## src/rtl/goertzel_tone_detector_if.sv

```systemverilog
// goertzel_tone_detector_if: magnitude/threshold inputs and tone status outputs of the tone detector.
interface goertzel_tone_detector_if #(parameter int MAG_W = 16);
    logic [MAG_W-1:0] mag_in;
    logic             mag_rdy;
    logic [MAG_W-1:0] thr_on;
    logic [MAG_W-1:0] thr_off;
    logic             peak_clr;
    logic             tone_det;
    logic             det_rise;
    logic             det_fall;
    logic [MAG_W-1:0] mag_latched;
    logic [MAG_W-1:0] peak_mag;
    logic             stale;
    modport master (
        output mag_in, mag_rdy, thr_on, thr_off, peak_clr,
        input  tone_det, det_rise, det_fall, mag_latched, peak_mag, stale
    );
    modport slave (
        input  mag_in, mag_rdy, thr_on, thr_off, peak_clr,
        output tone_det, det_rise, det_fall, mag_latched, peak_mag, stale
    );
endinterface

```

## src/rtl/goertzel_tone_detector.sv

```systemverilog
// goertzel_tone_detector: hysteresis + frame-debounced tone decision with peak hold and stale watchdog.
// Define GOERTZEL_DET_MAG_AVG_EN to smooth magnitudes with an exponential average (adds one cycle).
module goertzel_tone_detector #(
    parameter int MAG_W       = 16,
    parameter int HOLD_FRAMES = 3,
    parameter int TIMEOUT_CYC = 2400000,
    parameter int ALPHA_SH    = 2
) (
    input logic                     sys_clk,
    input logic                     sys_rst_n,
    goertzel_tone_detector_if.slave bus
);
    localparam int CNT_W = $clog2(HOLD_FRAMES + 1);
    localparam int WD_W  = $clog2(TIMEOUT_CYC);
    localparam logic [CNT_W-1:0] CNT_HOLD = CNT_W'(HOLD_FRAMES);
    localparam logic [WD_W-1:0]  WD_MAX   = WD_W'(TIMEOUT_CYC - 1);
    localparam logic [WD_W-1:0]  WD_FIRE  = WD_W'(TIMEOUT_CYC - 2);

    typedef enum logic [1:0] {S_IDLE, S_ARMING, S_DETECTED, S_RELEASING} state_t;

    if (HOLD_FRAMES < 1 || TIMEOUT_CYC < 2 || ALPHA_SH < 0 || ALPHA_SH >= MAG_W) begin : g_bad_cfg
        $error("goertzel_tone_detector: unsupported parameter set");
    end

    logic             r_v1;
    logic             r_stale;
    logic             r_tone;
    logic             r_rise;
    logic             r_fall;
    logic [MAG_W-1:0] r_mag;
    logic [MAG_W-1:0] r_on;
    logic [MAG_W-1:0] r_off;
    logic [MAG_W-1:0] r_peak;
    logic [WD_W-1:0]  r_wd;
    logic [CNT_W-1:0] r_cnt;
    state_t           r_state;
    logic [MAG_W-1:0] w_mag_nxt;
    logic [MAG_W-1:0] w_cmp_mag;
    logic [MAG_W-1:0] w_cmp_on;
    logic [MAG_W-1:0] w_cmp_off;
    logic             w_cmp_v;
    logic             w_hi;
    logic             w_lo;
    logic             w_done;
    logic             w_to;
    logic [CNT_W-1:0] w_cnt_inc;

`ifdef GOERTZEL_DET_MAG_AVG_EN
    logic signed [MAG_W:0] w_diff;
    logic signed [MAG_W:0] w_step;
    logic                  r_v2;
    logic [MAG_W-1:0]      r_mag2;
    logic [MAG_W-1:0]      r_on2;
    logic [MAG_W-1:0]      r_off2;

    // r_mag holds the running average; the sum wraps to MAG_W bits
    assign w_diff    = $signed({1'b0, bus.mag_in}) - $signed({1'b0, r_mag});
    assign w_step    = w_diff >>> ALPHA_SH;
    assign w_mag_nxt = MAG_W'($unsigned(w_step) + {1'b0, r_mag});

    always_ff @(posedge sys_clk) begin
        if (!sys_rst_n) begin
            r_v2   <= 1'b0;
            r_mag2 <= '0;
            r_on2  <= '0;
            r_off2 <= '0;
        end else begin
            r_v2 <= r_v1;
            if (r_v1) begin
                r_mag2 <= r_mag;
                r_on2  <= r_on;
                r_off2 <= r_off;
            end
        end
    end

    assign w_cmp_v   = r_v2;
    assign w_cmp_mag = r_mag2;
    assign w_cmp_on  = r_on2;
    assign w_cmp_off = r_off2;
`else
    assign w_mag_nxt = bus.mag_in;
    assign w_cmp_v   = r_v1;
    assign w_cmp_mag = r_mag;
    assign w_cmp_on  = r_on;
    assign w_cmp_off = r_off;
`endif

    assign w_hi      = w_cmp_mag >= w_cmp_on;
    assign w_lo      = w_cmp_mag < w_cmp_off;
    assign w_cnt_inc = r_cnt + CNT_W'(1);
    assign w_done    = w_cnt_inc == CNT_HOLD;
    assign w_to      = !bus.mag_rdy && r_wd == WD_FIRE;

    // Off threshold is clamped to the on threshold so the band can never invert
    always_ff @(posedge sys_clk) begin
        if (!sys_rst_n) begin
            r_v1  <= 1'b0;
            r_mag <= '0;
            r_on  <= '0;
            r_off <= '0;
        end else begin
            r_v1 <= bus.mag_rdy;
            if (bus.mag_rdy) begin
                r_mag <= w_mag_nxt;
                r_on  <= bus.thr_on;
                r_off <= (bus.thr_off < bus.thr_on) ? bus.thr_off : bus.thr_on;
            end
        end
    end

    always_ff @(posedge sys_clk) begin
        if (!sys_rst_n) begin
            r_wd    <= '0;
            r_stale <= 1'b0;
        end else begin
            r_wd    <= bus.mag_rdy ? '0 : (r_wd == WD_MAX) ? WD_MAX : r_wd + WD_W'(1);
            r_stale <= bus.mag_rdy ? 1'b0 : (r_stale | w_to);
        end
    end

    always_ff @(posedge sys_clk) begin
        if (!sys_rst_n) begin
            r_state <= S_IDLE;
            r_cnt   <= '0;
            r_tone  <= 1'b0;
            r_rise  <= 1'b0;
            r_fall  <= 1'b0;
        end else begin
            r_rise <= 1'b0;
            r_fall <= 1'b0;
            if (w_to) begin
                r_state <= S_IDLE;
                r_cnt   <= '0;
                r_tone  <= 1'b0;
                r_fall  <= r_tone;
            end else if (w_cmp_v) begin
                case (r_state)
                    S_IDLE, S_ARMING: begin
                        if (w_hi) begin
                            r_state <= w_done ? S_DETECTED : S_ARMING;
                            r_cnt   <= w_done ? '0 : w_cnt_inc;
                            r_tone  <= w_done;
                            r_rise  <= w_done;
                        end else begin
                            r_state <= S_IDLE;
                            r_cnt   <= '0;
                        end
                    end
                    S_DETECTED, S_RELEASING: begin
                        if (w_lo) begin
                            r_state <= w_done ? S_IDLE : S_RELEASING;
                            r_cnt   <= w_done ? '0 : w_cnt_inc;
                            r_tone  <= !w_done;
                            r_fall  <= w_done;
                        end else begin
                            r_state <= S_DETECTED;
                            r_cnt   <= '0;
                        end
                    end
                endcase
            end
        end
    end

    // A clear coinciding with a frame leaves that frame's magnitude as the new peak
    always_ff @(posedge sys_clk) begin
        if (!sys_rst_n) r_peak <= '0;
        else if (w_cmp_v && (bus.peak_clr || w_cmp_mag > r_peak)) r_peak <= w_cmp_mag;
        else if (bus.peak_clr) r_peak <= '0;
    end

    assign bus.tone_det    = r_tone;
    assign bus.det_rise    = r_rise;
    assign bus.det_fall    = r_fall;
    assign bus.mag_latched = r_mag;
    assign bus.peak_mag    = r_peak;
    assign bus.stale       = r_stale;
endmodule

```

## src/flat_wrapper.sv

```systemverilog
// flat-port wrapper written by rule: the top's interface ports become plain ports
module goertzel_tone_detector_flat 
#(
    parameter int MAG_W       = 16,
    parameter int HOLD_FRAMES = 3,
    parameter int TIMEOUT_CYC = 2400000,
    parameter int ALPHA_SH    = 2
)
  (sys_clk, sys_rst_n, bus_mag_in, bus_mag_rdy, bus_thr_on, bus_thr_off, bus_peak_clr, bus_tone_det, bus_det_rise, bus_det_fall, bus_mag_latched, bus_peak_mag, bus_stale);
  goertzel_tone_detector_if #(.MAG_W(MAG_W)) bus_i ();
  input logic sys_clk;
  input logic sys_rst_n;
  input wire logic [$bits(bus_i.mag_in)-1:0] bus_mag_in;
  input wire logic [$bits(bus_i.mag_rdy)-1:0] bus_mag_rdy;
  input wire logic [$bits(bus_i.thr_on)-1:0] bus_thr_on;
  input wire logic [$bits(bus_i.thr_off)-1:0] bus_thr_off;
  input wire logic [$bits(bus_i.peak_clr)-1:0] bus_peak_clr;
  output wire logic [$bits(bus_i.tone_det)-1:0] bus_tone_det;
  output wire logic [$bits(bus_i.det_rise)-1:0] bus_det_rise;
  output wire logic [$bits(bus_i.det_fall)-1:0] bus_det_fall;
  output wire logic [$bits(bus_i.mag_latched)-1:0] bus_mag_latched;
  output wire logic [$bits(bus_i.peak_mag)-1:0] bus_peak_mag;
  output wire logic [$bits(bus_i.stale)-1:0] bus_stale;
  assign bus_i.mag_in = bus_mag_in;
  assign bus_i.mag_rdy = bus_mag_rdy;
  assign bus_i.thr_on = bus_thr_on;
  assign bus_i.thr_off = bus_thr_off;
  assign bus_i.peak_clr = bus_peak_clr;
  assign bus_tone_det = bus_i.tone_det;
  assign bus_det_rise = bus_i.det_rise;
  assign bus_det_fall = bus_i.det_fall;
  assign bus_mag_latched = bus_i.mag_latched;
  assign bus_peak_mag = bus_i.peak_mag;
  assign bus_stale = bus_i.stale;
  goertzel_tone_detector #(.MAG_W(MAG_W), .HOLD_FRAMES(HOLD_FRAMES), .TIMEOUT_CYC(TIMEOUT_CYC), .ALPHA_SH(ALPHA_SH)) u_core (.sys_clk(sys_clk), .sys_rst_n(sys_rst_n), .bus(bus_i));
endmodule
```

## config.mk

```make
export PLATFORM = sky130hd
export DESIGN_NAME = goertzel_tone_detector_flat
export DESIGN_NICKNAME = d
export VERILOG_FILES = /design/src/rtl/goertzel_tone_detector_if.sv /design/src/rtl/goertzel_tone_detector.sv /design/src/flat_wrapper.sv
export SDC_FILE = /design/constraint.sdc
export NUM_CORES = 1
export LEC_CHECK = 0
export ABC_CLOCK_PERIOD_IN_PS = 4300
export CAP_MARGIN = 30
export CORE_MARGIN = 2
export CORE_UTILIZATION = 45
export DETAILED_ROUTE_END_ITERATION = 6
export PLACE_DENSITY = 0.69
export RECOVER_POWER = 50
export SLEW_MARGIN = 25
export SYNTH_ARGS = -nofsm -noshare
export SYNTH_HDL_FRONTEND = slang
export SYNTH_SLANG_ARGS = --single-unit
```

## constraint.sdc

```tcl
create_clock -name sys_clk -period 4.3 [get_ports sys_clk]
set_input_delay 0.645 -clock sys_clk [delete_from_list [all_inputs] [get_ports sys_clk]]
set_output_delay 0.645 -clock sys_clk [all_outputs]
set_load 0.01 [all_outputs]
```

Yosys cells after proc, flatten, opt, wreduce, memory -nomap -nowiden
Index checks and enable logic that the tools add are counted.
- register bits after elaboration: 95
- input bits: 52
- output and inout port bits: 36
- word-level logic and storage cells: 66
- add/sub/neg operators: 2
- order comparisons: 4
- equal/unequal tests: 8
- muxes and demuxes: 20
- bitwise operators: 5
- reductions and logical operators: 14
- operators with widths (operator ; number):
    2-to-1 mux 16 bit ; 3
    equality test 22 bit (second input constant) ; 2
    less-than comparator 16 bit ; 2
    adder 22 x 1 -> 22 bit (second input constant) ; 1
    2-to-1 mux 22 bit ; 1
    >= comparator 16 bit ; 1
    greater-than comparator 16 bit ; 1
    2-to-1 mux 2 bit ; 7
    one-hot mux 2 bit (2 select lines) ; 2
    OR reduction 2 bit ; 4
    equality test 2 bit (second input constant) ; 3
    2-to-1 mux 1 bit ; 6
    OR reduction 5 bit ; 1
    != test 2 x 1 -> 1 bit (second input constant) ; 2
    inverter 1 bit ; 4
    AND reduction 3 bit ; 1
    OR reduction 3 bit ; 1
    adder 2 x 1 -> 2 bit (second input constant) ; 1
    equality test 2 x 1 -> 1 bit (second input constant) ; 1
    logical AND 1 bit ; 2
    logical NOT 1 bit ; 2
    logical NOT 2 bit ; 1
    one-hot mux 1 bit (2 select lines) ; 1
    nonzero test 2 bit ; 1
    2 further kinds ; 2

Longest topological paths before layout
Gate-level depths: netlist of the first run.
- depth in word-level cells: 6
- gate-level depth with buffers: 10
- depth with buffers taken out: 8

Worst setup path before layout of the first run
OpenSTA, ideal clock, no wires.
- path kind: input -> register
- start: in bus_thr_on[13]
- end: reg u_core.r_off[15]
- setup time: 0.086 ns
- arrival: 2.200 ns
- data required time: 4.214 ns
- path slack: 2.015 ns
- cell stages on the path: 10
- buffers on the path: 2
- cells stage by stage: inv_1 > ha_1 > a21o_1 > a21o_1 > a21oi_2 > o31ai_4 > or2_1 > buf_2 > buf_6 > a211oi_1
- cells in the longest elaborated chain, start to end: 2
- ends and longest elaborated chain (element ; RTL line ; RTL):
    start: declaration ; flat_wrapper.sv:15 ; input wire logic [$bits(bus_i.thr_on)-1:0] bus_thr_on;
    less-than comparator 16 bit ; goertzel_tone_detector.sv:107 ; r_off <= (bus.thr_off < bus.thr_on) ? bus.thr_off : bus.thr_on;
    2-to-1 mux 16 bit ; goertzel_tone_detector.sv:107 ;
    end signal: assignment ; goertzel_tone_detector.sv:107 ;
    end: declaration ; goertzel_tone_detector.sv:32 ; logic [MAG_W-1:0] r_off;
No other way between the ends.
A chain may end at the register's enable or synchronous reset.

==> out/qor.txt, run 1 <==
Status: finished clean
GR Overflow Total: 0
Largest area contributor in the netlist: dfxtp_1
Hold-critical path depth: 2
Starting density of the core: 0.466
P&R area growth vs syn: 22.8%
Vias in the first global route: 4403
Placement row count: 39
Port bufs: 87
Max-slew headroom: 0.405
First-pass GRT wire length: 21.1 mm
CP arrival: 3.27 ns
Core Region: 0.0116 mm²
# setup viols final: 0
Mapped Cells: 605
Flop2flop setup slack: 1.76 ns
Routed wl met3: 612 µm
Skew-Pair Late Insertion Delay: 0.35 ns
Filler cells: 1033
Crit-path cells: dlygate4sd3_1 > inv_1 > a21oi_2 > a22o_2
Via density per instance: 5.44
Final WL: 12.8 mm
Worst r2r src: u_core.bus.mag_latched[11]
WP buf/inv: 2
Max clock buf depth: 2
Layout cells sized above 1: 0.0672
Setup crit start kind: input port
Commonest cells post-synth: dfxtp_1, inv_1, ha_1, nor2_1, a21oi_1
Fin. Hold Viols: 0
R2R Path End: u_core.bus.peak_mag[0]
Post-synthesis compound-gate area fraction: 0.166
Setup slack at placement: 0.794 ns
Final WS setup: 1.31 ns
Slowest-stage cell, CP: dlygate4sd3_1
Clk sink count: 94
Pwr/cell area: 313 mW/mm²
Die H: 113 µm
Post-CTS Setup Repair Bufs: 0
Post-synth top area share: 0.349
Area of the multi-input gates: 0.00315 mm²
Number of DRC markers in iteration 0: 200
Post-synthesis mux area share: 0.0634
WS Path Type: input port to flip-flop
Hold Path Class: flip-flop to flip-flop
Simple-Gate Fraction of Synth Area: 0.181
Post-synthesis adder-cell area fraction: 0.149
Syn Std Cell Area: 0.00539 mm²
Clock transition at path regs: 0.06 ns
GPL Wtd Cong: 0.866
Post-synthesis average cell area: 8.91 µm²
Initial antenna violation count: 0
Leakage power: 2.82 nW
DR DRC count: 0
End-of-flow core utilization: 0.572
Hold path start: u_core.bus.stale
Slowest stage delay, CP: 1.04 ns
Top cell family by delay on the critical path: buffers and inverters
Seq. cell area: 0.00188 mm²
Syn nets: 721
Synth area leaders: dfxtp_1, ha_1, mux2i_1
GRT Resource Usage Total: 0.204
Post-DP Area: 0.00633 mm²
WL/cell: 15.4 µm
Antenna-violating nets left: 0
Sequential fraction of the synthesis area: 0.349
WP data required: 4.59 ns
Distinct cells, synth: 54
Post-synth EDFFs: 0
Num ports: 88
Die area: 0.0129 mm²
Fin area: 0.00662 mm²
Unrepaired setup endpoints after global routing: false
Largest net degree at the start of global routing: 75
Cts repair resizes: 0
Synth Flop Type: dfxtp_1
Synth Area in XOR/XNOR: 0.0244
Ant diodes: 0
Fin Clk Skew: 0.00868 ns
Worst VDD drop: 0.192 mV
Maxcap violations: 0
Hold Buf Count CTS: 0
Cts bufs inserted: 9
Root Buffer: clkbuf_16
Drt pass-1 iters: 5
CP Max Fanout: 20
Fraction of registers with async set or reset after synthesis: 0
Final Critical Period: 2.99 ns
Hold Path End: u_core.bus.stale
Tightest Pin Transition: 0.893 ns
Worst hold margin: 0.466 ns
CTS tree: done
Slew Limit Fails: 0
HPWL after DPL: 9.69 mm
TNS Setup: 0 ns
Fin crit share: 0.695
Routed via count: 4507
Largest family of logic cells by synthesized area: simple AND/OR/NAND/NOR gates
Ys Warns: 0
Crit end category: flip-flop
M1 WL: 6.21 mm
Final nets: 796
Wire length on met2: 5.72 mm
Highest metal used: met4
Most numerous cell in the Yosys netlist: dfxtp_1
Synth Register Bits: 94
H-tree Lvls: 3
R2R depth: 6
Die width: 113 µm
Max Clk Rate: 0.335 GHz
-- flip-flops by register name, summed over array words and instances (netlist names), 2 cells and up --
register                cells
u_core.r_cnt                2
u_core.bus.peak_mag        16
u_core.r_on                16
u_core.r_off               16
u_core.bus.mag_latched     16
u_core.r_wd                22
-- cell usage in the layout, fill, tap and decap left out, drive strengths merged, types with 5 or more instances in the layout --
| cell | netlist | layout |
|---|---|---|
| o21ai | 24 | 24 |
| mux2i | 33 | 33 |
| ha | 64 | 64 |
| nand2 | 26 | 26 |
| clkdlybuf4s50 | 0 | 49 |
| nor2 | 62 | 62 |
| xor2 | 10 | 10 |
| and3 | 5 | 5 |
| nand4 | 14 | 14 |
| nand2b | 5 | 5 |
| dlygate4sd3 | 0 | 37 |
| and4 | 5 | 5 |
| nor4b | 17 | 17 |
| inv | 66 | 67 |
| dfxtp | 94 | 94 |
| xnor2 | 5 | 5 |
| a22o | 16 | 16 |
| clkbuf | 17 | 13 |
| a211oi | 18 | 18 |
| nand3 | 9 | 9 |
| a21oi | 39 | 39 |
| a21o | 5 | 5 |
| nor2b | 21 | 21 |
-- final cells by class --
| cell class | instances | area share |
|---|---|---|
| Clock inverter | 4 | 0.00454 |
| Timing Repair Buffer | 89 | 0.133 |
| Multi-Input combinational cell | 420 | 0.475 |
| Sequential cell | 94 | 0.284 |
| Tap cell | 143 | 0.0270 |
| Clock buffer | 12 | 0.0388 |
| Inverter | 66 | 0.0374 |
-- how the worst max path moves through the flow --
stage	startpoint	endpoint	slack, ns	depth (start not counted)
floorplan	bus_thr_on[13]	u_core.r_off[15]	2.01	10
global placement	bus_thr_on[11]	u_core.r_off[3]	0.92	9
detailed placement	bus_thr_on[11]	u_core.r_off[12]	0.79	9
CTS	bus_thr_on[11]	u_core.r_off[12]	1.15	9
global route	bus_thr_on[7]	u_core.r_off[12]	1.13	9
finish	sys_rst_n	u_core.bus.peak_mag[0]	1.31	4
-- per-layer routing --
layer / global-route usage / vias to the layer above
met5: 0 / -
met3: 0.0345 / 15
met2: 0.325 / 111
met4: 0.0683 / 0
met1: 0.281 / 2098
li1: - / 2283
-- report_power, final --
| group | switching [mW] | leakage [nW] | internal (mW) |
|---|---|---|---|
| clock | 0.334 | 0.139 | 0.426 |
| sequential | 0.0376 | 0.769 | 0.909 |
| combinational | 0.191 | 1.91 | 0.177 |
-- tightest hold or removal path: stages (launching register included) --
cell and delay [ns]:
dfxtp_1 0.32, nor2_1 0.04, nor2_1 0.07
-- stage by stage --
stage | instances | total power, mW
after floorplan | 605 | 1.19
after global placement | 812 | 1.32
after detailed placement | 812 | 1.34
after CTS | 828 | 2.09
after global routing | 828 | 2.18
final | 828 | 2.07
-- cell families (layout without fill, tap and decap cells) --
kind of cell | after synthesis | after routing
xor+xnor | 15 | 15
mux | 34 | 34
flops | 94 | 94
fa+ha+maj | 64 | 64
buf+inv | 91 | 171
simple gates | 179 | 179
compound gates | 128 | 128
No activity file was read; power rests on OpenSTA's default activity.
==> run 2: changes to the inputs <==
--- a/config.mk
+++ b/config.mk
@@ -5,7 +5,7 @@
 export SDC_FILE = /design/constraint.sdc
 export NUM_CORES = 1
 export LEC_CHECK = 0
-export ABC_CLOCK_PERIOD_IN_PS = 4300
+export ABC_CLOCK_PERIOD_IN_PS = 2970
 export CAP_MARGIN = 30
 export CORE_MARGIN = 2
 export CORE_UTILIZATION = 45
==> constraint.sdc (replaced) <==
create_clock -name sys_clk -period 2.97 [get_ports sys_clk]
set_input_delay 0.4455 -clock sys_clk [delete_from_list [all_inputs] [get_ports sys_clk]]
set_output_delay 0.4455 -clock sys_clk [all_outputs]
set_load 0.01 [all_outputs]
==> run 2 against run 1 <==
  * Clock skew is 0.0033 ns higher
  * Sequential share of layout area fell by 0.11 points
  * First-iteration DRC count down 19%
  * Global-route usage grew 0.11 points
  * Register-to-register slack got worse by 1.3 ns
  * Critical path depth up 5
  * Highest routed layer unchanged
==> out/qor.txt, run 2 (same netlist as run 1, synthesis figures left out) <==
Total power: 3.07 mW (was 2.07 mW)
Fin crit share: 0.924
Fin. Hold Viols: 0 (unchanged)
Clock transition at path regs: 0.07 ns (was 0.06 ns)
Combinational Power Share: 0.175 (was 0.177)
Hold Path Class: flip-flop to flip-flop (unchanged)
Fin area: 0.00664 mm² (was 0.00662 mm²)
HPWL after DPL: 9.87 mm (was 9.69 mm)
Antenna-violating nets left: 0 (unchanged)
Most frequent cells in the layout: dfxtp_1, inv_1, ha_1, clkdlybuf4s50_1, nor2_1 (was dfxtp_1, inv_1, ha_1, nor2_1, clkdlybuf4s50_1)
Status: finished clean (unchanged)
Initial antenna violation count: 0 (unchanged)
Post-DP Area: 0.00635 mm² (was 0.00633 mm²)
GRT Resource Usage Total: 0.205 (was 0.204)
Maxcap violations: 0 (unchanged)
GPL Wtd Cong: 0.816 (was 0.866)
Max clock buf depth: 2 (unchanged)
Largest register FFs: 22 (unchanged)
Cts bufs inserted: 9 (unchanged)
WL/cell: 15.4 µm (about the same)
Routed via count: 4547 (was 4507)
Number of DRC markers in iteration 0: 163 (was 200)
Unrepaired setup endpoints after global routing: false (unchanged)
DR DRC count: 0 (unchanged)
Slew Limit Fails: 0 (unchanged)
Final nets: 799 (was 796)
CP arrival: 2.94 ns (was 3.27 ns)
Vias in the first global route: 4475 (was 4403)
Clk sink count: 94 (unchanged)
WP data required: 3.17 ns (was 4.59 ns)
Die width: 113 µm (unchanged)
Max Clk Rate: 0.365 GHz
H-tree Lvls: 3 (unchanged)
GR Overflow Total: 0 (unchanged)
Die area: 0.0129 mm² (unchanged)
CP Max Fanout: 17 (was 20)
Drt pass-1 iters: 5 (unchanged)
Port bufs: 87 (unchanged)
Num ports: 88 (unchanged)
Layout cells sized above 1: 0.0683 (was 0.0672)
Largest register by flop count: u_core.r_wd (unchanged)
Worst hold margin: 0.465 ns (was 0.466 ns)
Sw Share: 0.272 (was 0.271)
Ant diodes: 0 (unchanged)
CTS tree: done (unchanged)
Hold Buf Count CTS: 0 (unchanged)
Leakage power: 2.79 nW (was 2.82 nW)
Starting density of the core: 0.466 (unchanged)
Tightest Pin Transition: 1.47 ns (was 0.893 ns)
Skew-Pair Late Insertion Delay: 0.35 ns (about the same)
P&R area growth vs syn: 23.2% (was 22.8%)
Via density per instance: 5.47 (was 5.44)
Max-slew headroom: 0.0223 (was 0.405)
Final WL: 12.8 mm (about the same)
Core Region: 0.0116 mm² (unchanged)
Fin Clk Skew: 0.0120 ns (was 0.00868 ns)
Internal power: 2.23 mW (was 1.51 mW)
Filler cells: 1036 (was 1033)
Final Critical Period: 2.74 ns
# setup viols final: 0 (unchanged)
Cts repair resizes: 0 (unchanged)
Most common cell after layout, fill and taps aside: dfxtp_1 (unchanged)
WS Path Type: input port to flip-flop (unchanged)
Post-CTS Setup Repair Bufs: 0 (unchanged)
Largest net degree at the start of global routing: 75 (unchanged)
First-pass GRT wire length: 21.3 mm (was 21.1 mm)
Sequential power share: 0.447 (was 0.456)
Worst VDD drop: 0.201 mV (was 0.192 mV)
Switching pwr: 0.836 mW (was 0.563 mW)
Setup crit start kind: input port (unchanged)
Placement row count: 39 (unchanged)
Pwr/cell area: 462 mW/mm² (was 313 mW/mm²)
Root Buffer: clkbuf_16 (unchanged)
Crit end category: flip-flop (unchanged)
Clock network fraction of design power: 0.378 (was 0.366)
Die H: 113 µm (unchanged)
-- run 2: worst max-delay path, cell delays in order --
cell and delay [ns]:
clkdlybuf4s50_1 0.51, inv_1 0.06, ha_1 0.30, nand2_1 0.08, nor2_1 0.16, nand2_1 0.12
o31ai_4 0.55, or2_1 0.55, a211oi_1 0.17
-- run 2: per-stage QoR --
stage               worst slack, ns   util  TNS (ns)  std cells
floorplan                     0.868      -         0        605
global placement             0.0336  0.549         0        815
detailed placement           -0.119  0.549     -1.63        815
CTS                           0.246  0.575         0        831
global route                 0.0344  0.574         0        831
finish                        0.227  0.574         0        831
-- run 2: cell type report --
class	count	area (µm²)	area share
clock buffer	9	225	0.0339
timing repair buffer	92	900	0.135
sequential	94	1880	0.283
clock inverter	7	72.6	0.0109
inverter	66	248	0.0373
multi-input combinational	420	3140	0.472
tap	143	179	0.0269
-- run 2: path summary, 6_finish.rpt --
path | end | depth (start not counted) | slack (ns) | from
worst min-delay path | u_core.bus.stale | 2 | 0.47 | u_core.bus.stale
worst min register to register | u_core.bus.stale | 2 | 0.47 | u_core.bus.stale
worst max register to register | u_core.bus.peak_mag[6] | 7 | 0.43 | u_core.bus.mag_latched[11]
worst max-delay path | u_core.r_off[1] | 9 | 0.23 | bus_thr_on[11]
-- run 2: power by group through the flow --
| stage | logic [mW] | clock network [mW] | registers, mW |
|---|---|---|---|
| after floorplan | 0.339 | 0 | 1.39 |
| after detailed placement | 0.540 | 0 | 1.40 |
| final | 0.538 | 1.16 | 1.37 |
| after global routing | 0.606 | 1.23 | 1.38 |
| after global placement | 0.520 | 0 | 1.40 |
| after CTS | 0.542 | 1.18 | 1.37 |
-- run 2: layer usage --
metal	up-vias	track usage	part of all wire
li1	2296	-	-
met1	2132	0.270	0.48
met2	107	0.343	0.46
met3	12	0.0260	0.044
met4	0	0.0813	0.015
met5	-	0	0
==> run 3: changes to the inputs <==
--- a/config.mk
+++ b/config.mk
@@ -5,12 +5,12 @@
 export SDC_FILE = /design/constraint.sdc
 export NUM_CORES = 1
 export LEC_CHECK = 0
-export ABC_CLOCK_PERIOD_IN_PS = 2970
-export CAP_MARGIN = 30
+export ABC_CLOCK_PERIOD_IN_PS = 2300
+export CAP_MARGIN = 15
 export CORE_MARGIN = 2
 export CORE_UTILIZATION = 45
 export DETAILED_ROUTE_END_ITERATION = 6
-export PLACE_DENSITY = 0.69
+export PLACE_DENSITY = 0.72
 export RECOVER_POWER = 50
 export SLEW_MARGIN = 25
 export SYNTH_ARGS = -nofsm -noshare
==> constraint.sdc (replaced) <==
create_clock -name sys_clk -period 2.3 [get_ports sys_clk]
set_input_delay 0.345 -clock sys_clk [delete_from_list [all_inputs] [get_ports sys_clk]]
set_output_delay 0.345 -clock sys_clk [all_outputs]
set_load 0.01 [all_outputs]
==> run 3 against run 2 <==
  * Sequential cell count stayed put
  * Via count is 3.9% higher
  * Register-to-register slack lost 0.39 ns
  * Critical endpoint is now u_core.bus.peak_mag[1]
  * Largest power group unchanged
  * Highest routed layer unchanged
==> out/qor.txt, run 3 (same netlist as run 1, synthesis figures left out) <==
TNS Setup: 0 ns (unchanged)
Die width: 113 µm (unchanged)
Routed via count: 4723 (was 4547)
Max clock buf depth: 2 (unchanged)
Sequential power share: 0.444 (was 0.447)
H-tree Lvls: 3 (unchanged)
Layout cells sized above 1: 0.142 (was 0.0683)
Final WL: 13.3 mm (was 12.8 mm)
WP data required: 2.53 ns (was 3.17 ns)
GR Overflow Total: 0 (unchanged)
Die area: 0.0129 mm² (unchanged)
Ant diodes: 0 (unchanged)
P&R area growth vs syn: 31.2% (was 23.2%)
Pwr/cell area: 561 mW/mm² (was 462 mW/mm²)
Cts bufs inserted: 9 (unchanged)
Setup slack at placement: -0.226 ns (was -0.119 ns)
CP arrival: 2.50 ns (was 2.94 ns)
Hold Path Class: flip-flop to flip-flop (unchanged)
Combinational Power Share: 0.208 (was 0.175)
Filler cells: 981 (was 1036)
Status: finished clean (unchanged)
Sw Share: 0.270 (was 0.272)
Initial antenna violation count: 0 (unchanged)
Num ports: 88 (unchanged)
Clock transition at path regs: 0.06 ns (was 0.07 ns)
Clk sink count: 94 (unchanged)
DR DRC count: 0 (unchanged)
Hold Buf Count CTS: 0 (unchanged)
Number of DRC markers in iteration 0: 214 (was 163)
Skew-Pair Late Insertion Delay: 0.34 ns (was 0.35 ns)
Final nets: 845 (was 799)
# setup viols final: 0 (unchanged)
Clock network fraction of design power: 0.347 (was 0.378)
CTS tree: done (unchanged)
CP Max Fanout: 16 (was 17)
HPWL after DPL: 10.0 mm (was 9.87 mm)
GRT Resource Usage Total: 0.210 (was 0.205)
Fin crit share: 0.984
Maxcap violations: 0 (unchanged)
Most common cell after layout, fill and taps aside: dfxtp_1 (unchanged)
Largest net degree at the start of global routing: 82 (was 75)
Placement row count: 39 (unchanged)
Max-slew headroom: 0.402 (was 0.0223)
Worst hold margin: 0.487 ns (was 0.465 ns)
Via density per instance: 5.39 (was 5.47)
Max Clk Rate: 0.442 GHz
Core Region: 0.0116 mm² (unchanged)
GPL Wtd Cong: 0.841 (was 0.816)
Fin. Hold Viols: 0 (unchanged)
Slew Limit Fails: 0 (unchanged)
Starting density of the core: 0.466 (unchanged)
Port bufs: 87 (unchanged)
Vias in the first global route: 4631 (was 4475)
Internal power: 2.89 mW (was 2.23 mW)
Most frequent cells in the layout: dfxtp_1, inv_1, clkdlybuf4s50_1, ha_1, nor2_1 (was dfxtp_1, inv_1, ha_1, clkdlybuf4s50_1, nor2_1)
WL/cell: 15.2 µm (was 15.4 µm)
Drt pass-1 iters: 4 (was 5)
Fin Clk Skew: 0.00668 ns (was 0.0120 ns)
Final WS setup: 0.0367 ns (was 0.227 ns)
Flop2flop setup slack: 0.04 ns (was 0.43 ns)
Worst VDD drop: 0.316 mV (was 0.201 mV)
Largest register by flop count: u_core.r_wd (unchanged)
First-pass GRT wire length: 21.8 mm (was 21.3 mm)
Total power: 3.97 mW (was 3.07 mW)
Die H: 113 µm (unchanged)
Switching pwr: 1.07 mW (was 0.836 mW)
Tightest Pin Transition: 0.898 ns (was 1.47 ns)
WS Path Type: flip-flop to flip-flop (was input port to flip-flop)
Crit end category: flip-flop (unchanged)
Antenna-violating nets left: 0 (unchanged)
Root Buffer: clkbuf_16 (unchanged)
Leakage power: 3.03 nW (was 2.79 nW)
Final Critical Period: 2.26 ns
Setup crit start kind: flip-flop (was input port)
Largest register FFs: 22 (unchanged)
-- run 3: worst paths after layout --
kind,start,end,cells past startpoint
worst min-delay path,u_core.bus.stale,u_core.bus.stale,2
worst min register to register,u_core.bus.stale,u_core.bus.stale,2
worst max register to register,u_core.bus.mag_latched[15],u_core.bus.peak_mag[1],8
worst max-delay path,u_core.bus.mag_latched[15],u_core.bus.peak_mag[1],8
-- run 3: final cells by class --
| cell class | instances | area (µm²) | share of cell area |
|---|---|---|---|
| multi-input cells | 420 | 3220 | 0.456 |
| repair buffers | 138 | 1260 | 0.178 |
| clock buffers | 11 | 253 | 0.0358 |
| flip-flops and latches | 94 | 1890 | 0.267 |
| well taps | 143 | 179 | 0.0253 |
| clock inverters | 4 | 22.5 | 0.00319 |
| inverters | 66 | 248 | 0.0350 |
-- run 3: power groups by stage --
stage / registers (mW) / clock network, mW / logic [mW]
6_report: 1.76 / 1.38 / 0.827
3_5_place_dp: 1.80 / 0 / 0.765
2_1_floorplan: 1.79 / 0 / 0.437
3_3_place_gp: 1.79 / 0 / 0.735
4_1_cts: 1.76 / 1.40 / 0.779
5_1_grt: 1.77 / 1.47 / 0.921
-- run 3: critical path, cell delays in order, from the launching register on --
cell and delay [ns]:
dfxtp_1 0.38, ha_1 0.36, nand4_2 0.19, o41a_1 0.51
o31ai_4 0.08, buf_4 0.17, a21oi_4 0.06, buf_12 0.16
a22o_2 0.25
-- run 3: routing by layer --
layer	part of all wire	up-vias	global-route usage
met5	0	-	0
met4	0.013	0	0.0618
met3	0.033	15	0.0367
met2	0.46	93	0.347
met1	0.49	2234	0.283
li1	-	2381	-
-- run 3: through the flow --
stage,area (µm²),utilization,std cells
finish,7070,0.611,876
global placement,6660,0.575,855
global route,7070,0.611,876
CTS,6960,0.602,873
floorplan,5390,-,605
detailed placement,6660,0.575,855
-- run 3: repair_timing --
item                       in CTS  in global routing
pin swaps                       0                  6
setup buffers                   3                  3
gates cloned                    0                  0
setup endpoints to repair      17                 19
gates resized for setup         2                 15
==> patch 1: new RTL, settings of run 2 <==
The option `GOERTZEL_DET_MAG_AVG_EN` is turned on by a define.
--- a/src/rtl/goertzel_tone_detector.sv
+++ b/src/rtl/goertzel_tone_detector.sv
@@ -2,2 +2,4 @@
 // Define GOERTZEL_DET_MAG_AVG_EN to smooth magnitudes with an exponential average (adds one cycle).
+`define GOERTZEL_DET_MAG_AVG_EN
+
 module goertzel_tone_detector #(
Function: changed (Yosys sat finds a counterexample within 4 cycles, from zero or initial values and one cycle with sys_rst_n low).
==> patch 1 against run 2 <==
The run now ends with max-capacitance violations, max-slew violations, negative setup slack left. Sequential cell count increased by 49. Maximum frequency decreased by 19%. Setup slack lost 640 ps. Die area increased by 50%. Global-route usage fell by 0.51 points. Largest power group is now combinational logic. Utilization up 2.6 points. Cell area increased by 62%. Power grew to 2.7 times the old value. Synthesized area up 52%. Wire length up 47%. Synthesized cell count up 46%. Highest routed layer unchanged. Critical endpoint is now u_core.bus.mag_latched[12].
==> patch 1: results (changes against run 2) <==
** Outcome
- Result of the run: complete, but fails checks (was completed).
- The checks that failed: max-capacitance violations, max-slew violations, negative setup slack.

** Synthesis
- Adder-cell area share of the yosys netlist :: 14.6% (was 14.9%)
- The net count after synthesis was 1031 (was 721).
- Fraction of the mapped netlist area in compound gates :: 15.3% (was 16.6%)

** Setup path
- Critical Path AT :: 3740 ps (was 2940 ps)
- Worst-case reg-to-reg path depth :: 20 (was 7)
- The cell class contributing the biggest share of worst-path delay is compound AO/OA/AOI/OAI gates (was simple AND/OR/NAND/NOR gates).

** Global route
- The global routing usage on met1 is 26.7% (was 27.0%).
- Via count of the first global-routing pass :: 6361 (was 4475)
- The global routing usage on met2 came to 33.4% (was 34.3%).
- Met3 Usage GRT :: 4.25% (was 2.60%)

** Timing
- The setup TNS came to -2200 ps (was 0 ps).
- Max Slew Vio Count :: 68 (was 0)
- Min setup slack post-route :: -409 ps (was 227 ps)
- The final-report setup violation count was 9 (was 0).

** Clock tree
- Maximum level of the CTS H-tree :: 4 (was 3)
- Worst-skew pair later-pin latency :: 420 ps (was 350 ps)

** Power and ir drop
- The peak ir drop on the vdd network came to 0.000661 V (was 0.000201 V).
- The power per unit of standard cell area was 770 mW/mm2 (was 462 mW/mm2).

** Drt
- Met3 Wirelength :: 542 um (was 564 um)
- The number of detailed-routing iterations run before antenna repair is 4 (was 5).
- The detailed-route wire length was 18800 um (was 12800 um).
- Wire length the detailed router placed on met1 :: 9300 um (was 6200 um)

** Run
- Number of max-cap violations :: 1 (was 0)

** Place
- The detailed placement HPWL was 14000 um (was 9870 um).
patch 1: changes by cell type in the layout (fill, tap and decap cells not counted), sizes merged, moves of 20 or more:
cell   change
inv       +22
buf       +92
a21o      +33
dfxtp     +49
ha        +30
nor2b     +58
nor2      -20
mux2i     +54
patch 1: repair_timing:
| item | CTS | global route |
|---|---|---|
| setup buffers | 11 | 2 |
| resized for setup | 35 | 12 |
| endpoints found under the setup margin | 11 | 11 |
| pin swaps | 47 | 26 |
patch 1: path summary, 6_finish.rpt:
kind	from	end	slack [ps]
max	u_core.bus.mag_latched[1]	u_core.bus.mag_latched[12]	-410
min	sys_rst_n	u_core.bus.mag_latched[15]	420
max reg2reg	u_core.bus.mag_latched[1]	u_core.bus.mag_latched[12]	-410
min reg2reg	u_core.bus.stale	u_core.bus.stale	470
patch 1: through the flow:
step / setup WS, ps / hold slack, ps
after global routing: -677 / 423
final: -409 / 416
after floorplan: -359 / 455
after global placement: -1030 / 455
after CTS: -498 / 402
after detailed placement: -1110 / 461
==> patch 2: new RTL, config.mk and constraints of run 2 <==
Without the edit above. Take the reset off `r_wd` and load it in a clocked block of its own.
--- a/src/rtl/goertzel_tone_detector.sv
+++ b/src/rtl/goertzel_tone_detector.sv
@@ -113,8 +113,10 @@
         if (!sys_rst_n) begin
-            r_wd    <= '0;
             r_stale <= 1'b0;
         end else begin
-            r_wd    <= bus.mag_rdy ? '0 : (r_wd == WD_MAX) ? WD_MAX : r_wd + WD_W'(1);
             r_stale <= bus.mag_rdy ? 1'b0 : (r_stale | w_to);
         end
+    end
+
+    always_ff @(posedge sys_clk) begin
+        r_wd <= bus.mag_rdy ? '0 : (r_wd == WD_MAX) ? WD_MAX : r_wd + WD_W'(1);
     end
Formal check against the unedited RTL: no difference found for any inputs over 10 cycles, from zero or initial values and one cycle with sys_rst_n low; that may be too few to reach the edited logic, so the function may still have changed.
==> patch 2 against run 2 <==
Cell area decreased by 1.5%. Utilization decreased by 0.11 points. Power decreased by 2.9%. Synthesized area decreased by 2.1%. First-iteration DRC count increased by 29%. Wire length decreased by 1.6%. Critical path depth decreased by 1. Via count decreased by 1.9%. Maximum frequency increased by 6.0%. Setup slack improved by 160 ps. Clock power decreased by 9%. Sequential cell count unchanged. Highest routed layer unchanged.
==> patch 2: results (changes against run 2) <==
** Drt
- Average wire length per cell after detail routing :: 15.2 um (was 15.4 um)
- The number of detailed-routing iterations run before antenna repair was 4 (was 5).
- DRC violation total after the first TritonRoute iteration :: 210 (was 163)
- The via total after detailed routing is 4459 (was 4547).

** Power and ir drop
- Power Density :: 455 mW/mm2 (was 462 mW/mm2)
- Max IR drop VDD :: 0.000331 V (was 0.000201 V)
- The total leakage power was 0.00278 uW (was 0.00279 uW).

** Clock tree
- Post-CTS Setup Inserts :: 0 (unchanged)
- Worst-skew pair later-pin latency :: roughly 340 ps
- The total clock buffers created by CTS is 9 (unchanged).
- The deepest clock path buffer count is 2 (unchanged).
- The H-tree level count is 3 (unchanged).
- The number of gates resized after cts came to 0 (unchanged).
- After clock tree synthesis, the clock-pin slew on the worst setup and hold paths is approximately 60 ps.
- Clock tree root driver cell :: sky130_fd_sc_hd__clkbuf_16 (unchanged)

** Worst hold path
- The worst min-delay path category is reg -> reg (unchanged).

** Finish
- The non-filler instance count after layout is 829 (was 831).
- Fill cell instance count of the final layout :: 1047 (was 1036)
- The number of inserted diodes is 0 (unchanged).
- Share of final-layout standard cells stronger than drive strength 1 :: 4.37% (was 6.83%)
- The net count of the finished layout is 797 (was 799).
- The number of flip-flops under the largest register name was 22 (unchanged).

** Global route
- GR peak layer :: met2 (unchanged)
- Met3 Usage GRT :: 2.92% (was 2.60%)
- Met1 routing resource usage after global routing :: 28.1% (was 27.0%)
- Wire length of the first global-routing pass :: 20600 um (was 21300 um)
- The initial antenna violation count was 0 (unchanged).
- Global-route track usage on met2 :: 31.9% (was 34.3%)
- The maximum number of pins on one net before global-route repair was 59 (was 75).
- The number of global-route vias before repair is 4234 (was 4475).
- The overall track demand over capacity in global routing is 20.0% (was 20.5%).

** Place
- The routability-driven placement congestion ratio is 0.806 (was 0.816).
- The port buffer count was 87 (unchanged).
- HPWL after DPL :: 9600 um (was 9870 um)
- Placement-stage cell area :: 0.00627 mm2 (was 0.00635 mm2)
- Placed cell count :: 813 (was 815)

** Timing
- Final worst clock skew :: 6.91 ps (was 12.0 ps)
- The worst slew margin relative to its limit was 14.5% (was 2.23%).
- Max Slew Vio Count :: 0 (unchanged)

** Setup path
- The data arrival time at the worst-slack endpoint came to 2870 ps (was 2940 ps).
- Peak fanout along the critical path :: 13 (was 17)

** Synthesis
- The post-synthesis cell type count was 50 (was 54).
- Synth top area cells :: sky130_fd_sc_hd__dfxtp_1, sky130_fd_sc_hd__ha_1, sky130_fd_sc_hd__mux2i_1 (unchanged)
- Synth async-reset ratio :: 0% (unchanged)
- Ranking of synthesized cells by instance count :: sky130_fd_sc_hd__dfxtp_1, sky130_fd_sc_hd__inv_1, sky130_fd_sc_hd__nor2_1 (was sky130_fd_sc_hd__dfxtp_1, sky130_fd_sc_hd__inv_1, sky130_fd_sc_hd__ha_1)
- The fraction of the yosys area taken by sequential cells was 35.7% (was 34.9%).
- The mean area per synthesized cell came to 8.81 um2 (was 8.91 um2).
- Yosys warnings :: 0 (unchanged)
- Total nets after synthesis :: 715 (was 721)

** Outcome
- Result of the run :: completed (unchanged)
-- patch 2: worst paths after layout --
| kind | to | slack, ps | startpoint | cells past startpoint |
|---|---|---|---|---|
| setup reg to reg | u_core.bus.peak_mag[10] | 380 | u_core.bus.mag_latched[13] | 8 |
| hold / removal | u_core.bus.stale | 490 | u_core.bus.stale | 2 |
| hold reg to reg | u_core.bus.stale | 490 | u_core.bus.stale | 2 |
| setup / recovery | u_core.bus.peak_mag[10] | 380 | u_core.bus.mag_latched[13] | 8 |
-- patch 2: logic make-up (layout without fill, tap and decap cells) --
group                    count (synthesis)  after routing  share of synthesized area [%]
AND/OR/NAND/NOR                        180            180                           17.8
XOR/XNOR                                19             19                           3.15
AO/OA/AOI/OAI                          117            117                           15.1
multiplexers                            33             33                           6.28
adder cells (fa/ha/maj)                 64             64                           15.2
flip-flops                              94             94                           35.7
buffers and inverters                   92            179                           6.85
-- patch 2: metal layers --
metal	share of wire, %	up-vias	wire length (um)
met1	49	2070	6180
met5	0	-	0
met4	1.1	0	138
li1	-	2269	-
met3	5.0	9	629
met2	45	111	5660
-- patch 2: critical path, stage by stage (launching register included) --
cell,delay (ps)
sky130_fd_sc_hd__dfxtp_1,500
sky130_fd_sc_hd__ha_1,310
sky130_fd_sc_hd__a21o_1,170
sky130_fd_sc_hd__a21o_1,180
sky130_fd_sc_hd__a221o_1,350
sky130_fd_sc_hd__a211o_1,330
sky130_fd_sc_hd__a211oi_4,280
sky130_fd_sc_hd__buf_4,260
sky130_fd_sc_hd__a22o_1,150
-- patch 2: final cells by class --
| cell class | count | area share [%] |
|---|---|---|
| Clock inverter | 6 | 0.573 |
| Clock buffer | 10 | 3.65 |
| Inverter | 69 | 3.96 |
| Tap cell | 143 | 2.73 |
| Multi-Input combinational cell | 413 | 46.3 |
| Timing Repair Buffer | 94 | 14.0 |
| Sequential cell | 94 | 28.7 |
-- patch 2: where the power goes --
group / total (uW) / leakage, uW / internal (uW) / switching [uW]
clock: 1060 / 0.000130 / 585 / 478
combinational: 542 / 0.00188 / 268 / 274
sequential: 1380 / 0.000769 / 1320 / 57.5
total: 2980 / 0.00278 / 2170 / 809
-- patch 2: metrics by stage --
step	power [uW]	setup WS (ps)	hold WS (ps)
floorplan	1730	571	460
global placement	1920	322	474
detailed placement	1950	264	482
CTS	3010	395	495
global route	3130	194	512
finish	2980	382	489
